`src/rtl/seq_approx_mult.sv`:
```
// seq_approx_mult
//   Iterative shift-and-add unsigned multiplier, WIDTH x WIDTH -> 2*WIDTH.
//   It adds one partial product per cycle into an accumulator through a
//   chain of 4-bit carry-lookahead blocks. In approximate mode the low
//   APPROX_COLS columns of every partial product are dropped before the add.
//
// Ports
//   clk        clock, all state changes on the rising edge
//   rst        synchronous active-high reset
//   in_valid   operands/mode valid (sampled only in IDLE)
//   in_ready   high in IDLE: the block can accept operands
//   in_a       multiplicand
//   in_b       multiplier
//   in_approx  1 = approximate mode, 0 = exact
//   out_valid  high in DONE: product is valid
//   out_ready  consumer accepts product
//   product    result, held until the next completion or reset
//   busy       high in RUN or DONE
module seq_approx_mult #(
  parameter int WIDTH       = 16,
  parameter int APPROX_COLS = 8
) (
  input  logic                 clk,
  input  logic                 rst,
  input  logic                 in_valid,
  output logic                 in_ready,
  input  logic [WIDTH-1:0]     in_a,
  input  logic [WIDTH-1:0]     in_b,
  input  logic                 in_approx,
  output logic                 out_valid,
  input  logic                 out_ready,
  output logic [2*WIDTH-1:0]   product,
  output logic                 busy
);

  localparam int PW   = 2 * WIDTH;
  localparam int CW   = (WIDTH > 1) ? $clog2(WIDTH) : 1;
  localparam int NBLK = PW / 4;
  localparam logic [CW-1:0] LAST_CNT = CW'(WIDTH - 1);

  if ((WIDTH % 4) != 0 || WIDTH < 4) begin : g_bad_width
    $error("seq_approx_mult: WIDTH must be a multiple of 4 and at least 4");
  end
  if (APPROX_COLS < 0 || APPROX_COLS > PW) begin : g_bad_cols
    $error("seq_approx_mult: APPROX_COLS must lie in 0..2*WIDTH");
  end

  typedef enum logic [1:0] {IDLE, RUN, DONE} state_e;

  state_e            state_q, state_d;
  logic [WIDTH-1:0]  a_q, a_d;
  logic [WIDTH-1:0]  b_q, b_d;
  logic              approx_q, approx_d;
  logic [PW-1:0]     acc_q, acc_d;
  logic [PW-1:0]     product_q, product_d;
  logic [CW-1:0]     cnt_q, cnt_d;

  logic [PW-1:0]     low_mask;
  logic [PW-1:0]     pp_raw;
  logic [PW-1:0]     pp;
  logic [PW-1:0]     sum;
  logic [NBLK-1:0]   carry;

  // Mask of the columns that approximate mode discards.
  for (genvar gi = 0; gi < PW; gi++) begin : g_mask
    assign low_mask[gi] = (gi < APPROX_COLS);
  end

  assign pp_raw = b_q[cnt_q] ? ({{WIDTH{1'b0}}, a_q} << cnt_q) : '0;
  assign pp     = approx_q ? (pp_raw & ~low_mask) : pp_raw;

  // Accumulator adder: 4-bit CLA blocks rippling block carries.
  // The top block has no carry-out, because the running sum of unsigned
  // partial products always fits in 2*WIDTH bits.
  assign carry[0] = 1'b0;

  for (genvar gi = 0; gi < NBLK; gi++) begin : g_cla
    logic [3:0] x, y, p, c;
    logic [2:0] g;

    assign x = acc_q[4*gi +: 4];
    assign y = pp[4*gi +: 4];
    assign p = x ^ y;
    assign g = x[2:0] & y[2:0];

    assign c[0] = carry[gi];
    assign c[1] = g[0] | (p[0] & c[0]);
    assign c[2] = g[1] | (p[1] & g[0]) | (p[1] & p[0] & c[0]);
    assign c[3] = g[2] | (p[2] & g[1]) | (p[2] & p[1] & g[0])
                | (p[2] & p[1] & p[0] & c[0]);

    assign sum[4*gi +: 4] = p ^ c;

    if (gi < NBLK - 1) begin : g_cout
      assign carry[gi+1] = (x[3] & y[3]) | (p[3] & g[2]) | (p[3] & p[2] & g[1])
                         | (p[3] & p[2] & p[1] & g[0])
                         | (p[3] & p[2] & p[1] & p[0] & c[0]);
    end
  end

  always_comb begin
    state_d   = state_q;
    a_d       = a_q;
    b_d       = b_q;
    approx_d  = approx_q;
    acc_d     = acc_q;
    cnt_d     = cnt_q;
    product_d = product_q;
    case (state_q)
      IDLE: begin
        if (in_valid) begin
          a_d      = in_a;
          b_d      = in_b;
          approx_d = in_approx;
          acc_d    = '0;
          cnt_d    = '0;
          state_d  = RUN;
        end
      end
      RUN: begin
        acc_d = sum;
        cnt_d = cnt_q + 1'b1;
        if (cnt_q == LAST_CNT) begin
          product_d = sum;
          state_d   = DONE;
        end
      end
      DONE: begin
        if (out_ready) begin
          state_d = IDLE;
        end
      end
      default: begin
        state_d = IDLE;
      end
    endcase
  end

  always_ff @(posedge clk) begin
    if (rst) begin
      state_q   <= IDLE;
      a_q       <= '0;
      b_q       <= '0;
      approx_q  <= 1'b0;
      acc_q     <= '0;
      cnt_q     <= '0;
      product_q <= '0;
    end else begin
      state_q   <= state_d;
      a_q       <= a_d;
      b_q       <= b_d;
      approx_q  <= approx_d;
      acc_q     <= acc_d;
      cnt_q     <= cnt_d;
      product_q <= product_d;
    end
  end

  assign in_ready  = (state_q == IDLE);
  assign out_valid = (state_q == DONE);
  assign busy      = (state_q == RUN) || (state_q == DONE);
  assign product   = product_q;

endmodule

```
`config.mk`:
```
export PLATFORM = sky130hd
export DESIGN_NAME = seq_approx_mult
export DESIGN_NICKNAME = d
export VERILOG_FILES = /design/src/rtl/seq_approx_mult.sv
export SDC_FILE = /design/constraint.sdc
export NUM_CORES = 1
export LEC_CHECK = 0
export BUFFER_PORTS_ARGS = -buffer_cell sky130_fd_sc_hd__buf_4
export CORE_UTILIZATION = 35
export DETAILED_ROUTE_END_ITERATION = 8
export PLACE_DENSITY = 0.55
export SLEW_MARGIN = 25
export SYNTH_ARGS = -nofsm -noshare
export SYNTH_HDL_FRONTEND = slang
export SYNTH_SLANG_ARGS = --single-unit
```
`constraint.sdc`:
```
create_clock -name clk -period 6.15 [get_ports clk]
set_input_delay 0.3075 -clock clk [delete_from_list [all_inputs] [get_ports clk]]
set_output_delay 0.3075 -clock clk [all_outputs]
set_load 0.03 [all_outputs]
```
-- Word level (Yosys, flattened, before mapping)
Cells that the tools add are included.
- bits in registers: 103
- output and inout bits: 35
- word-level logic and storage cells: 252
- add/subtract/negate cells: 1
- order comparisons: 1
- equality and inequality tests: 6
- shifts and indexed selects: 1
- mux-type cells: 12
- bitwise operators: 217
- reduce and logical (&&, ||, !) cells: 7
- operator list (kind ; number):
    $and 1x1->1 ; 121
    $or 1x1->1 ; 72
    $mux 32 ; 2
    $pmux 32 s2 ; 1
    $xor 4x4->4 ; 16
    $shl 16x4->32 ; 1
    $and 3x3->3 ; 8
    $mux 8 ; 1
    $pmux 4 s2 ; 1
    $mux 2 ; 3
    $pmux 2 s3 ; 1
    $reduce_and 2->1 ; 3
    $lt 4x5->1 const B ; 1
    $add 4x1->4 const B ; 1
    $bmux 1 s4 ; 1
    $eq 4x4->1 const B ; 1
    $mux 4 ; 1
    $ne 2x2->1 const B ; 2
    $reduce_and 3->1 ; 1
    $eq 2x1->1 const B ; 1
    $eq 2x2->1 const B ; 1
    $logic_not 2->1 ; 1
    $ne 2x1->1 const B ; 1
    $reduce_bool 2->1 ; 1
    2 further kinds ; 2

-- Longest topological paths before layout
Gate-level depths: netlist of run 1.
- depth after elaboration: 25
- gate-level depth with buffers: 22
- mapped depth without buffers: 20

-- Worst setup path after synthesis of run 1
OpenSTA, ideal clock, no wires.
- path type: reg2reg
- start point: register cnt_q[0]
- end point: register acc_q[25]
- library setup time: 128 ps
- arrival: 4330 ps
- data required time: 6022 ps
- slack: 1692 ps
- stages on the path, launching flop included: 21
- path buffers: 2
- period minus slack after synthesis: 4458 ps
- cell sequence: dfxtp_1 -> buf_2 -> mux4_2 -> o21ai_0 -> inv_1 -> o21ai_0 -> o21a_1 -> buf_4 -> a211oi_1 -> ha_1 -> a211o_1 -> a21oi_1 -> o21a_1 -> a21bo_4 -> a21oi_1 -> or2_2 -> fa_1 -> xnor2_1 -> nor2_1 -> a21oi_1 -> nor2_1
- word-level cells in the longest chain between the ends: 23
- RTL lines (what ; RTL line ; source):
    start, declared ; 56 ; logic [CW-1:0] cnt_q, cnt_d;
    start signal, assigned ; 154 ; cnt_q <= cnt_d;
    $bmux 1 s4 ; 69 ; assign pp_raw = b_q[cnt_q] ? ({{WIDTH{1'b0}}, a_q} << cnt_q) : '0;
    $mux 1 (not written as such) ; 69 ;
    $mux 32 * ; 69 ;
    $mux 8 ; 70 ; assign pp = approx_q ? (pp_raw & ~low_mask) : pp_raw;
    $xor 4x4->4 / $and 3x3->3 (equally long branches) ; 83, 84 ;
    $and 1x1->1, on equally long branches ; - ;
    $or 1x1->1, or another cell as far along ; 95 ; assign carry[gi+1] = (x[3] & y[3]) | (p[3] & g[2]) | (p[3] & p[2] & g[1])
    $or 1x1->1 / $and 1x1->1 (equally long branches) ; 95, 96 ;
    (+7 left out) ; - ;
    $and 1x1->1 ; 97 ; | (p[3] & p[2] & p[1] & p[0] & c[0]);
    $or 1x1->1 ; 97 ;
    $and 1x1->1 ; 97 ;
    $or 1x1->1 ; 97 ;
    $and 1x1->1 ; 87 ; assign c[1] = g[0] | (p[0] & c[0]);
    $or 1x1->1 ; 87 ;
    $xor 4x4->4 * ; 92 ; assign sum[4*gi +: 4] = p ^ c;
    $pmux 32 s2 * ; 109 ; case (state_q)
    end signal, assigned ; 145 ; acc_q <= '0;
    end signal, assigned ; 153 ; acc_q <= acc_d;
    end, declared ; 54 ; logic [PW-1:0] acc_q, acc_d;
Mark *: on every way between the ends. The rest lies on a longest branch, timed or not. The select of a mux whose other input is x is not followed.
A chain may end at the register's enable or synchronous reset.

-- Worst setup path after layout of run 1
- start point: register cnt_q[0]
- end point: register acc_q[21]
- word-level cells in the longest chain between the ends: 21
- RTL lines (what ; RTL line):
    $bmux 1 s4 ; 69
    $mux 1 (not written as such) ; 69
    $mux 32 * ; 69
    $mux 8 ; 70
    $xor 4x4->4 / $and 3x3->3 (equally long branches) ; 83, 84
    $and 1x1->1, on equally long branches ; -
    $or 1x1->1, or another cell as far along ; 95
    $or 1x1->1 / $and 1x1->1 (equally long branches) ; 95, 96
    (+5 left out) ; -
    $and 1x1->1 ; 97
    $or 1x1->1 ; 97
    $and 1x1->1 ; 97
    $or 1x1->1 ; 97
    $and 1x1->1 ; 87
    $or 1x1->1 ; 87
    $xor 4x4->4 * ; 92
    $pmux 32 s2 * ; 109
Marks and branches as above.

==> summary.md, run 1 <==
| Metric | Value |
|---|---|
| Synth area leaders | `dfxtp_1 (34%), nand2_1 (7.9%), ha_1 (7.2%)` |
| Area share of the leading cell type in the synthesized netlist | `33.8%` |
| Post-synthesis compound-gate area fraction | `21.1%` |
| Tmin final | `5.08 ns` |
| Vias in the first global route | `about 5000` |
| Clk_lat worst skew | `0.35 ns` |
| Fraction of synthesized area in multiplexers | `6.51%` |
| Setup WS pre-CTS | `roughly 1.1 ns` |
| # Max-Cap Violations | `0` |
| Slew margin rel. | `37.1%` |
| Post-synthesis adder-cell area fraction | `9.82%` |
| Largest family of logic cells by synthesized area | `simple AND/OR/NAND/NOR gates` |
| Remaining global-route overflow | `0` |
| Clock root cell | `clkbuf_16` |
| Setup_tns | `0 ns` |
| Die area | `~18000 sq um` |
| Critical Path Start Type | `flip-flop` |
| Sequential element share of the synthesized area | `33.8%` |
| Wire per inst | `around 15 microns` |
| Worst VDD drop | `148 uV` |
| DR iter-0 viols | `319` |
| Async SR Flop Fraction | `0%` |
| PwrDens | `214 nW/um^2` |
| RD Place Congestion | `0.828` |
| Ant. Diodes | `0` |
| RSZ-0062 raised after global routing | `false` |
| Core area | `~17000 sq um` |
| Area leader, netlist | `dfxtp_1` |
| DRT Pass-1 Iters | `5` |
| H-tree Lvls | `3` |
| CTS Buf Count | `9` |
| IO Count | `72` |
| Final setup violating endpoints | `0` |
| Net count after synthesis | `849` |
| Commonest non-fill, non-tap cells in the layout | `nand2_1 (127), dfxtp_1 (103), nor2_1 (97)` |
| Hold crit path type | `primary input to flip-flop` |
| Mapped Avg Cell Area | `7.92 sq um` |
| Unique masters post-synth | `a little under 60` |
| WS Path Type | `flip-flop to flip-flop` |
| Final hold vios | `0` |
| Commonest non-fill, non-tap cell in the layout | `nand2_1` |
| Final WL | `around 16 mm` |
| Simple-Gate Fraction of Synth Area | `21.8%` |
| Top FF cell, synth | `dfxtp_1` |
| Largest net degree at the start of global routing | `57` |
| Status | `complete, no violations` |
| Synth Area in XOR/XNOR | `1.87%` |
| Initial core utilization | `approximately 36%` |
| Post-synth EDFFs | `0` |
| Crit path max fanout | `26` |
| Final ANT Viol Nets | `0` |
| Die width | `~130 microns` |
| Antenna violations before repair | `0` |
| TritonCTS sink count | `around 100` |
| Yosys reg bits | `between 100 and 150` |
| Area Overhead vs Synth | `15.6%` |
| Post-cts sizing count | `0` |
| Worst EP arrival | `5.30 ns` |
| Port buffer count | `71` |
| DR vias/cell | `5.20` |
| Max Fclk | `just under 200 MHz` |
| Post-detail-place hpwl | `approximately 11 mm` |
| GR Util All Layers | `18.1%` |
| # DRC | `0` |
| Clock transition at path regs | `0.07 ns` |
| Final nets | `887` |
| Yosys warning count | `0` |
| Critical path capture point type | `flip-flop` |
| Setup Buffers After CTS | `0` |
| Share of cells above drive strength 1 | `14.9%` |
| Clk buf depth | `2` |
| CTS tree | `built` |
| Synthesized cell area | `roughly 6000 sq um` |
| CTS Hold Bufs | `0` |
| Mapped Cells | `between 700 and 800` |
| Critical path required time | `6.37 ns` |
| Slew @ Worst Pin | `between 0.9 and 1 ns` |
| Leakage Power | `2.80 nW` |
| Via count | `around 5400` |
| Final Skew | `0.0103 ns` |
| Die Y | `134 microns` |
| Final setup margin | `1.07 ns` |
| Part of the cycle the worst path needs | `82.5%` |
| First-pass GRT wire length | `approximately 26 mm` |
| Num rows | `47` |
| Slew Limit Fails | `0` |
-- synthesized netlist by cell type, drive strengths merged (3+ instances only) --
cell type	count
a211oi	26
a21o	11
a21oi	79
a22oi	18
a31oi	9
and2	12
buf	13
clkbuf	39
dfxtp	103
fa	8
ha	35
inv	17
mux2	5
mux2i	25
mux4	4
nand2	128
nand2b	4
nand3	23
nand4	5
nor2	97
nor2b	4
nor3	13
o211ai	3
o21a	7
o21ai	23
o311ai	4
o31ai	5
or2	5
or3	7
xnor2	10
xor2	3
-- through the flow --
step                      utilization, %  power [mW]  hold slack, ns  instance area (sq um)  cells
after floorplan                        -       0.874           0.432                   6090    769
after detailed placement            40.0       0.942           0.447                   6730   1015
final                               41.9        1.51           0.197                   7050   1030
after global routing                41.9        1.57           0.198                   7050   1030
after CTS                           41.7        1.52           0.188                   7020   1029
after global placement              40.0       0.942           0.446                   6730   1015
-- path summary, 6_finish.rpt --
kind | from | end | slack, ns | cells past startpoint
setup / recovery | cnt_q[0]$_SDFFE_PP0P_ | acc_q[21]$_SDFFE_PP0P_ | 1.07 | 18
hold / removal | in_a[2] | a_q[2]$_SDFFE_PP0P_ | 0.20 | 3
setup reg to reg | cnt_q[0]$_SDFFE_PP0P_ | acc_q[21]$_SDFFE_PP0P_ | 1.07 | 18
hold reg to reg | product[19]$_SDFFE_PP0P_ | product[19]$_SDFFE_PP0P_ | 0.45 | 2
-- per-layer routing --
layer | vias up | wire length [microns] | global-route usage [%]
li1 | 2773 | - | -
met4 | 0 | 212 | 5.81
met5 | - | 0 | 0
met1 | 2456 | 8220 | 27.0
met3 | 14 | 548 | 2.53
met2 | 114 | 6540 | 26.7
-- sequential cells by signal, indices dropped and copies added, names as in the netlist --
| signal | count |
|---|---|
| a_q | 16 |
| acc_q | 32 |
| approx_q | 1 |
| b_q | 16 |
| cnt_q | 4 |
| product | 32 |
| state_q | 2 |
-- power breakdown --
group	switching (mW)	internal [mW]
sequential	0.0156	0.687
combinational	0.151	0.0807
clock	0.250	0.321
-- critical path: stages (launching register included) --
cell      delay [ns]
dfxtp_1         0.46
buf_4           0.33
mux4_2          0.53
o21ai_0         0.41
o21a_1          0.51
a211oi_1        0.11
ha_1            0.38
a211o_1         0.32
a21oi_1         0.13
o21a_1          0.22
a21oi_1         0.10
nor2b_1         0.16
o21ai_1         0.15
a21o_1          0.23
fa_1            0.40
xnor2_1         0.26
nor2_1          0.08
a21oi_1         0.12
nor2_1          0.05
-- cells by family after synthesis --
group / Yosys count
AOI/OAI and AO/OA: 200
buffers and inverters: 70
adders and majority gates: 43
and+or+nand+nor: 306
muxes: 34
xor gates and xnor gates: 13
DFF: 103
-- layout make-up --
cell class                 instances  area [sq um]
multi-input combinational        596          3740
clock buffer                      10           239
inverter                          18          67.6
timing repair buffer              79           613
tap                              220           275
sequential                       103          2060
fill                            1761          9770
clock inverter                     4          47.5
Power figures use the tool's default switching activity.
==> inputs of run 2 (changes only) <==
- ABC_AREA: unset -> 1
- PLACE_DENSITY: 0.55 -> 0.57
- clock period: 6.15 -> 4.4 ns (I/O delays scaled with it)
==> run 2 against run 1 <==
- cell count increased by 14%
- sequential share of layout area decreased by 0.44 points
- sequential cell count unchanged
- non-clock buffer count increased by 5
- global-route usage about the same
- critical path depth increased by 7
- area after synthesis increased by 0.27%
- synthesized cell count increased by 17%
- sequential power increased by 58%
- utilization increased by 0.67 points
- fmax increased by 28%
- die area increased by 0.26%
- largest power group unchanged
==> summary.md, run 2 <==
| Metric | Value |
|---|---|
| Synthesized cell area | `6110 sq um` |
| Post-cts sizing count | `0` |
| Final setup violating endpoints | `0` |
| Die Y | `approximately 130 microns` |
| DR iter-0 viols | `255` |
| Die area | `18000 sq um` |
| Setup Buffers After CTS | `0` |
| Fill count | `1801` |
| Port buffer count | `approximately 70` |
| Mapped Cells | `902` |
| FF+latch area | `2060 sq um` |
| Vias in the first global route | `5523` |
| Count leader, synth | `nand2_1` |
| Yosys warning count | `0` |
| Area of the multi-input gates | `3570 sq um` |
| Worst EP arrival | `4.24 ns` |
| Top FF cell, synth | `dfxtp_1` |
| Part of the cycle the worst path needs | `89.9%` |
| Met2 usage | `30.6%` |
| Combinational power share | `34.9%` |
| Sw Pwr | `1.17 mW` |
| Clock transition at path regs | `0.07 ns` |
| RD Place Congestion | `0.836` |
| Synth top cells by count | `nand2_1 (188), nor2_1 (162), o21ai_0 (117), dfxtp_1 (103), inv_1 (81)` |
| # Max-Cap Violations | `0` |
| Area leader, netlist | `dfxtp_1` |
| Clock root cell | `clkbuf_16` |
| Part of the power in registers | `36.9%` |
| Wire per inst | `12.9 microns` |
| Post-synth EDFFs | `0` |
| Clk_lat worst skew | `around 0.36 ns` |
| Critical Path Start Type | `flip-flop` |
| CTS Buf Count | `9` |
| M1 GR Usage | `23.8%` |
| Yosys reg bits | `103` |
| Finished Layout Cells | `1175` |
| Commonest non-fill, non-tap cell in the layout | `nand2_1` |
| CTS tree | `built` |
| H-tree Lvls | `3` |
| DRT Pass-1 Iters | `4` |
| Num rows | `47` |
| Worst VDD drop | `a little under 500 uV` |
| Post-detail-place hpwl | `10.8 mm` |
| Critical path capture point type | `flip-flop` |
| Slew margin rel. | `41.8%` |
| Status | `complete, no violations` |
| HP Start | `in_b[1]` |
| Die width | `134 microns` |
| Slew @ Worst Pin | `0.872 ns` |
| Crit path max fanout | `15` |
| CTS Hold Bufs | `0` |
| First-pass GRT wire length | `26.2 mm` |
| Met3 Track Usage GR | `3.02%` |
| Worst R2R End | `acc_q[29]$_SDFFE_PP0P_` |
| Remaining global-route overflow | `0` |
| Sequential element share of the synthesized area | `33.7%` |
| Commonest non-fill, non-tap cells in the layout | `nand2_1 (187), nor2_1 (160), o21ai_0 (116)` |
| Setup_tns | `0 ns` |
| Final hold vios | `0` |
| Ant. Diodes | `0` |
| WHS Endpoint | `b_q[1]$_SDFFE_PP0P_` |
| Internal power | `about 1.8 mW` |
| Max Fclk | `253 MHz` |
| Final Skew | `0.0107 ns` |
| Area Overhead vs Synth | `17.2%` |
| Core area | `16800 sq um` |
| Critical path required time | `4.69 ns` |
| Leakage Power | `between 3 and 4 nW` |
| Final hold slack | `0.116 ns` |
| Final WL | `15.2 mm` |
| Share of cells above drive strength 1 | `approximately 14%` |
| Tmin final | `approximately 4.0 ns` |
| GR Util All Layers | `18.2%` |
| IO Count | `72` |
| Clock network fraction of design power | `28.2%` |
| R2R Path Start | `cnt_q[0]$_SDFFE_PP0P_` |
| R2r setup slk | `0.44 ns` |
| Initial core utilization | `36.3%` |
| Async SR Flop Fraction | `0%` |
| Largest net degree at the start of global routing | `between 50 and 60` |
| Number of cells on the worst reg-to-reg path | `25` |
| DR vias/cell | `4.75` |
| Most Crowded Layer GR | `met2` |
| # DRC | `0` |
| Synth area leaders | `dfxtp_1 (34%), nand2_1 (12%), nor2_1 (10%)` |
| Final ANT Viol Nets | `0` |
| Net count after synthesis | `about 980` |
| Hold crit path type | `primary input to flip-flop` |
| Layout Utilization | `around 43%` |
| WS Path Type | `flip-flop to flip-flop` |
| Hold Path Depth | `3` |
| Slew Limit Fails | `0` |
| Mapped Avg Cell Area | `~6.8 sq um` |
| TritonCTS sink count | `103` |
| Unique masters post-synth | `38` |
| DP Cell Count | `1159` |
| Switch share | `38.8%` |
| Area share of the leading cell type in the synthesized netlist | `around a third` |
| RSZ-0062 raised after global routing | `false` |
| PwrDens | `422 nW/um^2` |
| Clk buf depth | `2` |
| Final nets | `1030` |
| Via count | `5585` |
| Antenna violations before repair | `0` |
[run 2: cell count changes in the layout (fill, tap and decap cells not counted), moves of 9 or more]
| cell | before | now |
|---|---|---|
| a211oi_1 | 25 | 3 |
| nand2_4 | 0 | 11 |
| and2_1 | 11 | 0 |
| inv_1 | 17 | 80 |
| mux2i_1 | 25 | 1 |
| xor2_1 | 3 | 12 |
| a21oi_1 | 79 | 54 |
| nor2_1 | 97 | 160 |
| a22oi_1 | 18 | 0 |
| nand2_1 | 127 | 187 |
| o21ai_0 | 20 | 116 |
[run 2: critical path, stage by stage (launching register included)]
cell and delay [ns]:
dfxtp_2 0.41, inv_1 0.15, buf_4 0.22, nand2_1 0.07, nand2_1 0.06, o21ai_0 0.22, nor2_1 0.07, a31oi_1 0.21
nor2_1 0.07, o21ai_0 0.22, inv_1 0.07, ha_1 0.35, a21oi_1 0.15, nand2_1 0.07, a41oi_2 0.21, nand2_4 0.10
nand2_4 0.07, nand2_4 0.06, nand2_4 0.07, nand2_4 0.06, nand2_2 0.08, nand2_4 0.07, fa_1 0.41, xor2_1 0.20
nand2_1 0.07, a21oi_1 0.15
[run 2: how the worst max path moves through the flow]
stage | from | end | cells past startpoint
floorplan | cnt_q[0]$_SDFFE_PP0P_ | acc_q[29]$_SDFFE_PP0P_ | 23
global placement | cnt_q[0]$_SDFFE_PP0P_ | acc_q[29]$_SDFFE_PP0P_ | 23
detailed placement | cnt_q[0]$_SDFFE_PP0P_ | acc_q[29]$_SDFFE_PP0P_ | 23
CTS | cnt_q[0]$_SDFFE_PP0P_ | acc_q[29]$_SDFFE_PP0P_ | 23
global route | cnt_q[0]$_SDFFE_PP0P_ | acc_q[29]$_SDFFE_PP0P_ | 27
finish | cnt_q[0]$_SDFFE_PP0P_ | acc_q[29]$_SDFFE_PP0P_ | 25
[run 2: power groups by stage]
| stage | clock network [mW] | logic, mW | registers (mW) |
|---|---|---|---|
| after floorplan | 0 | 0.779 | 1.10 |
| after global placement | 0 | 1.05 | 1.14 |
| after detailed placement | 0 | 1.05 | 1.13 |
| after CTS | 0.878 | 1.06 | 1.11 |
| after global routing | 0.909 | 1.21 | 1.13 |
| final | 0.852 | 1.05 | 1.11 |
[run 2: per-layer routing]
metal | routed length [microns] | vias to the layer above
met5 | 0 | -
met4 | 205 | 0
met3 | 581 | 14
met2 | 6970 | 79
met1 | 7410 | 2500
li1 | - | 2992
[run 2: metrics by stage]
stage               worst slack (ns)  total power, mW  instance area, sq um
floorplan                      0.686             1.88                  6110
global route                  0.0193             3.25                  7160
detailed placement             0.219             2.19                  6830
global placement               0.324             2.19                  6830
finish                         0.443             3.02                  7160
CTS                            0.176             3.05                  7150
[run 2: kinds of logic (layout without fill, tap and decap cells)]
kind of cell | after synthesis | in the layout | share of synthesized area [%]
AO/OA/AOI/OAI | 196 | 196 | 17.0
buffers and inverters | 128 | 181 | 8.17
multiplexers | 1 | 1 | 0.164
flip-flops | 103 | 103 | 33.7
XOR/XNOR | 18 | 18 | 2.58
adder cells (fa/ha/maj) | 43 | 43 | 9.79
AND/OR/NAND/NOR | 413 | 413 | 28.5
[run 2: cell type report]
type                            instances  share of cell area (%)
Multi-Input combinational cell        671                    49.8
Sequential cell                       103                    28.8
Timing Repair Buffer                   84                    8.81
Inverter                               81                    4.25
Tap cell                              220                    3.84
Clock buffer                           12                    3.72
Clock inverter                          4                   0.717
==> inputs of run 3 (changes only) <==
- RECOVER_POWER: unset -> 50
- SLEW_MARGIN: 25 -> 10
==> run 3 against run 2 <==
- wire length about the same
- worst setup slack better by 0.012 ns
- worst hold slack about the same
- combinational power about the same
- via count down 0.16%
- fmax up 0.29%
- cell count unchanged
- global-route usage unchanged
- sequential cell count unchanged
- clock skew about the same
- power down 0.68%
- highest routed layer unchanged
==> summary.md, run 3 (synthesized netlist as in run 2, its figures left out) <==
| Metric | Value |
|---|---|
| Final nets | `1030` |
| Slew Limit Fails | `0` |
| Setup_tns | `0 ns` |
| DP Area | `6830 sq um` |
| CTS tree | `built` |
| Slew @ Worst Pin | `~1.3 ns` |
| # DRC | `0` |
| Final ANT Viol Nets | `0` |
| Post-detail-place hpwl | `10.8 mm` |
| Leakage Power | `3.33 nW` |
| Tmin final | `3.95 ns` |
| Slew margin rel. | `about 14%` |
| Share of cells above drive strength 1 | `10.4%` |
| Antenna violations before repair | `0` |
| Final Cell Area | `roughly 7000 sq um` |
| DR vias/cell | `4.75` |
| Crit path max fanout | `15` |
| Core area | `16800 sq um` |
| Die width | `about 130 microns` |
| Critical Path Start Type | `flip-flop` |
| R2r setup slk | `0.45 ns` |
| RD Place Congestion | `between 0.8 and 0.9` |
| Largest net degree at the start of global routing | `54` |
| Clock transition at path regs | `roughly 0.07 ns` |
| Die Y | `134 microns` |
| DP Cell Count | `1159` |
| Tot Pwr | `3.00 mW` |
| Commonest non-fill, non-tap cell in the layout | `nand2_1` |
| Initial core utilization | `36.3%` |
| CTS Buf Count | `9` |
| TritonCTS sink count | `103` |
| Setup Buffers After CTS | `0` |
| IO Count | `72` |
| Part of the cycle the worst path needs | `89.7%` |
| Clk_lat worst skew | `0.36 ns` |
| Area Overhead vs Synth | `15.0%` |
| Commonest non-fill, non-tap cells in the layout | `nand2_1 (187), nor2_1 (160), o21ai_0 (117)` |
| Wire per inst | `12.9 microns` |
| Remaining global-route overflow | `0` |
| H-tree Lvls | `3` |
| Ant. Diodes | `0` |
| Critical path capture point type | `flip-flop` |
| WS Path Type | `flip-flop to flip-flop` |
| Port buffer count | `71` |
| Status | `complete, no violations` |
| Hold crit path type | `primary input to flip-flop` |
| GR Util All Layers | `between 10% and 20%` |
| Clk buf depth | `2` |
| DR iter-0 viols | `249` |
| Worst VDD drop | `approximately 450 uV` |
| PwrDens | `427 nW/um^2` |
| Final WL | `15.2 mm` |
| Critical path required time | `around 4.7 ns` |
| Final Skew | `0.0108 ns` |
| Worst EP arrival | `about 4.2 ns` |
| Num rows | `47` |
| RSZ-0062 raised after global routing | `false` |
| First-pass GRT wire length | `approximately 26 mm` |
| Clock root cell | `clkbuf_16` |
| Via count | `5576` |
| Finished Layout Cells | `1175` |
| Vias in the first global route | `approximately 5500` |
| Die area | `18000 sq um` |
| Final setup violating endpoints | `0` |
| Fill count | `1842` |
| Final hold vios | `0` |
| Max Fclk | `253 MHz` |
| # Max-Cap Violations | `0` |
| DRT Pass-1 Iters | `4` |
run 3: changes by cell type in the layout (fill, tap and decap cells not counted):
cell	previous run	this run
o21ai_0	116	117
o21ai_1	3	2
buf_4	84	48
clkbuf_1	0	36
clkinv_1	1	0
inv_1	80	81
run 3: final timing paths:
check,from,end,cells after the start
min,in_b[1],b_q[1]$_SDFFE_PP0P_,3
min reg2reg,acc_q[21]$_SDFFE_PP0P_,acc_q[21]$_SDFFE_PP0P_,2
max reg2reg,cnt_q[0]$_SDFFE_PP0P_,acc_q[29]$_SDFFE_PP0P_,25
max,cnt_q[0]$_SDFFE_PP0P_,acc_q[29]$_SDFFE_PP0P_,25
run 3: metrics by stage:
| step | hold WS (ns) | utilization (%) | worst slack, ns |
|---|---|---|---|
| 2_1_floorplan | 0.387 | - | 0.686 |
| 3_3_place_gp | 0.458 | 40.6 | 0.324 |
| 3_5_place_dp | 0.463 | 40.6 | 0.219 |
| 4_1_cts | 0.106 | 42.5 | 0.176 |
| 5_1_grt | 0.124 | 41.8 | 0.0193 |
| 6_report | 0.116 | 41.8 | 0.454 |
run 3: timing repair:
| item | in CTS | in global routing |
|---|---|---|
| hold buffers | 0 | 0 |
| gates resized for setup | 0 | 4 |
| endpoints found under the setup margin | 0 | 7 |
run 3: power by group:
group | total, mW | switching [mW] | internal, mW | leakage [nW]
registers | 1.11 | 0.0785 | 1.04 | 0.838
logic | 1.03 | 0.729 | 0.303 | 2.34
clock network | 0.854 | 0.365 | 0.489 | 0.155
total | 3.00 | 1.17 | 1.83 | 3.33
run 3: metal layers:
| layer | GRT usage [%] | routed length, microns | up-vias |
|---|---|---|---|
| met4 | 5.31 | 205 | 0 |
| met3 | 3.02 | 507 | 14 |
| met1 | 23.8 | 7490 | 2496 |
| met2 | 30.6 | 6970 | 73 |
| met5 | 0 | 0 | - |
| li1 | - | - | 2993 |
run 3: area by class of cell:
class                      count  area (sq um)  share of cell area (%)
inverter                      81           304                    4.33
multi-input combinational    671          3570                    50.8
clock buffer                  12           267                    3.79
tap                          220           275                    3.92
timing repair buffer          84           495                    7.05
clock inverter                 4          51.3                   0.730
sequential                   103          2060                    29.4
run 3: critical path: stages, from the launching register on:
cell and delay (ns):
dfxtp_2 0.41, inv_1 0.15, buf_4 0.22, nand2_1 0.07
nand2_1 0.06, o21ai_0 0.21, nor2_1 0.07, a31oi_1 0.21
nor2_1 0.07, o21ai_0 0.21, inv_1 0.07, ha_1 0.35
a21oi_1 0.15, nand2_1 0.07, a41oi_2 0.21, nand2_4 0.10
nand2_4 0.07, nand2_4 0.06, nand2_4 0.07, nand2_4 0.06
nand2_2 0.08, nand2_4 0.07, fa_1 0.41, xor2_1 0.20
nand2_1 0.07, a21oi_1 0.15
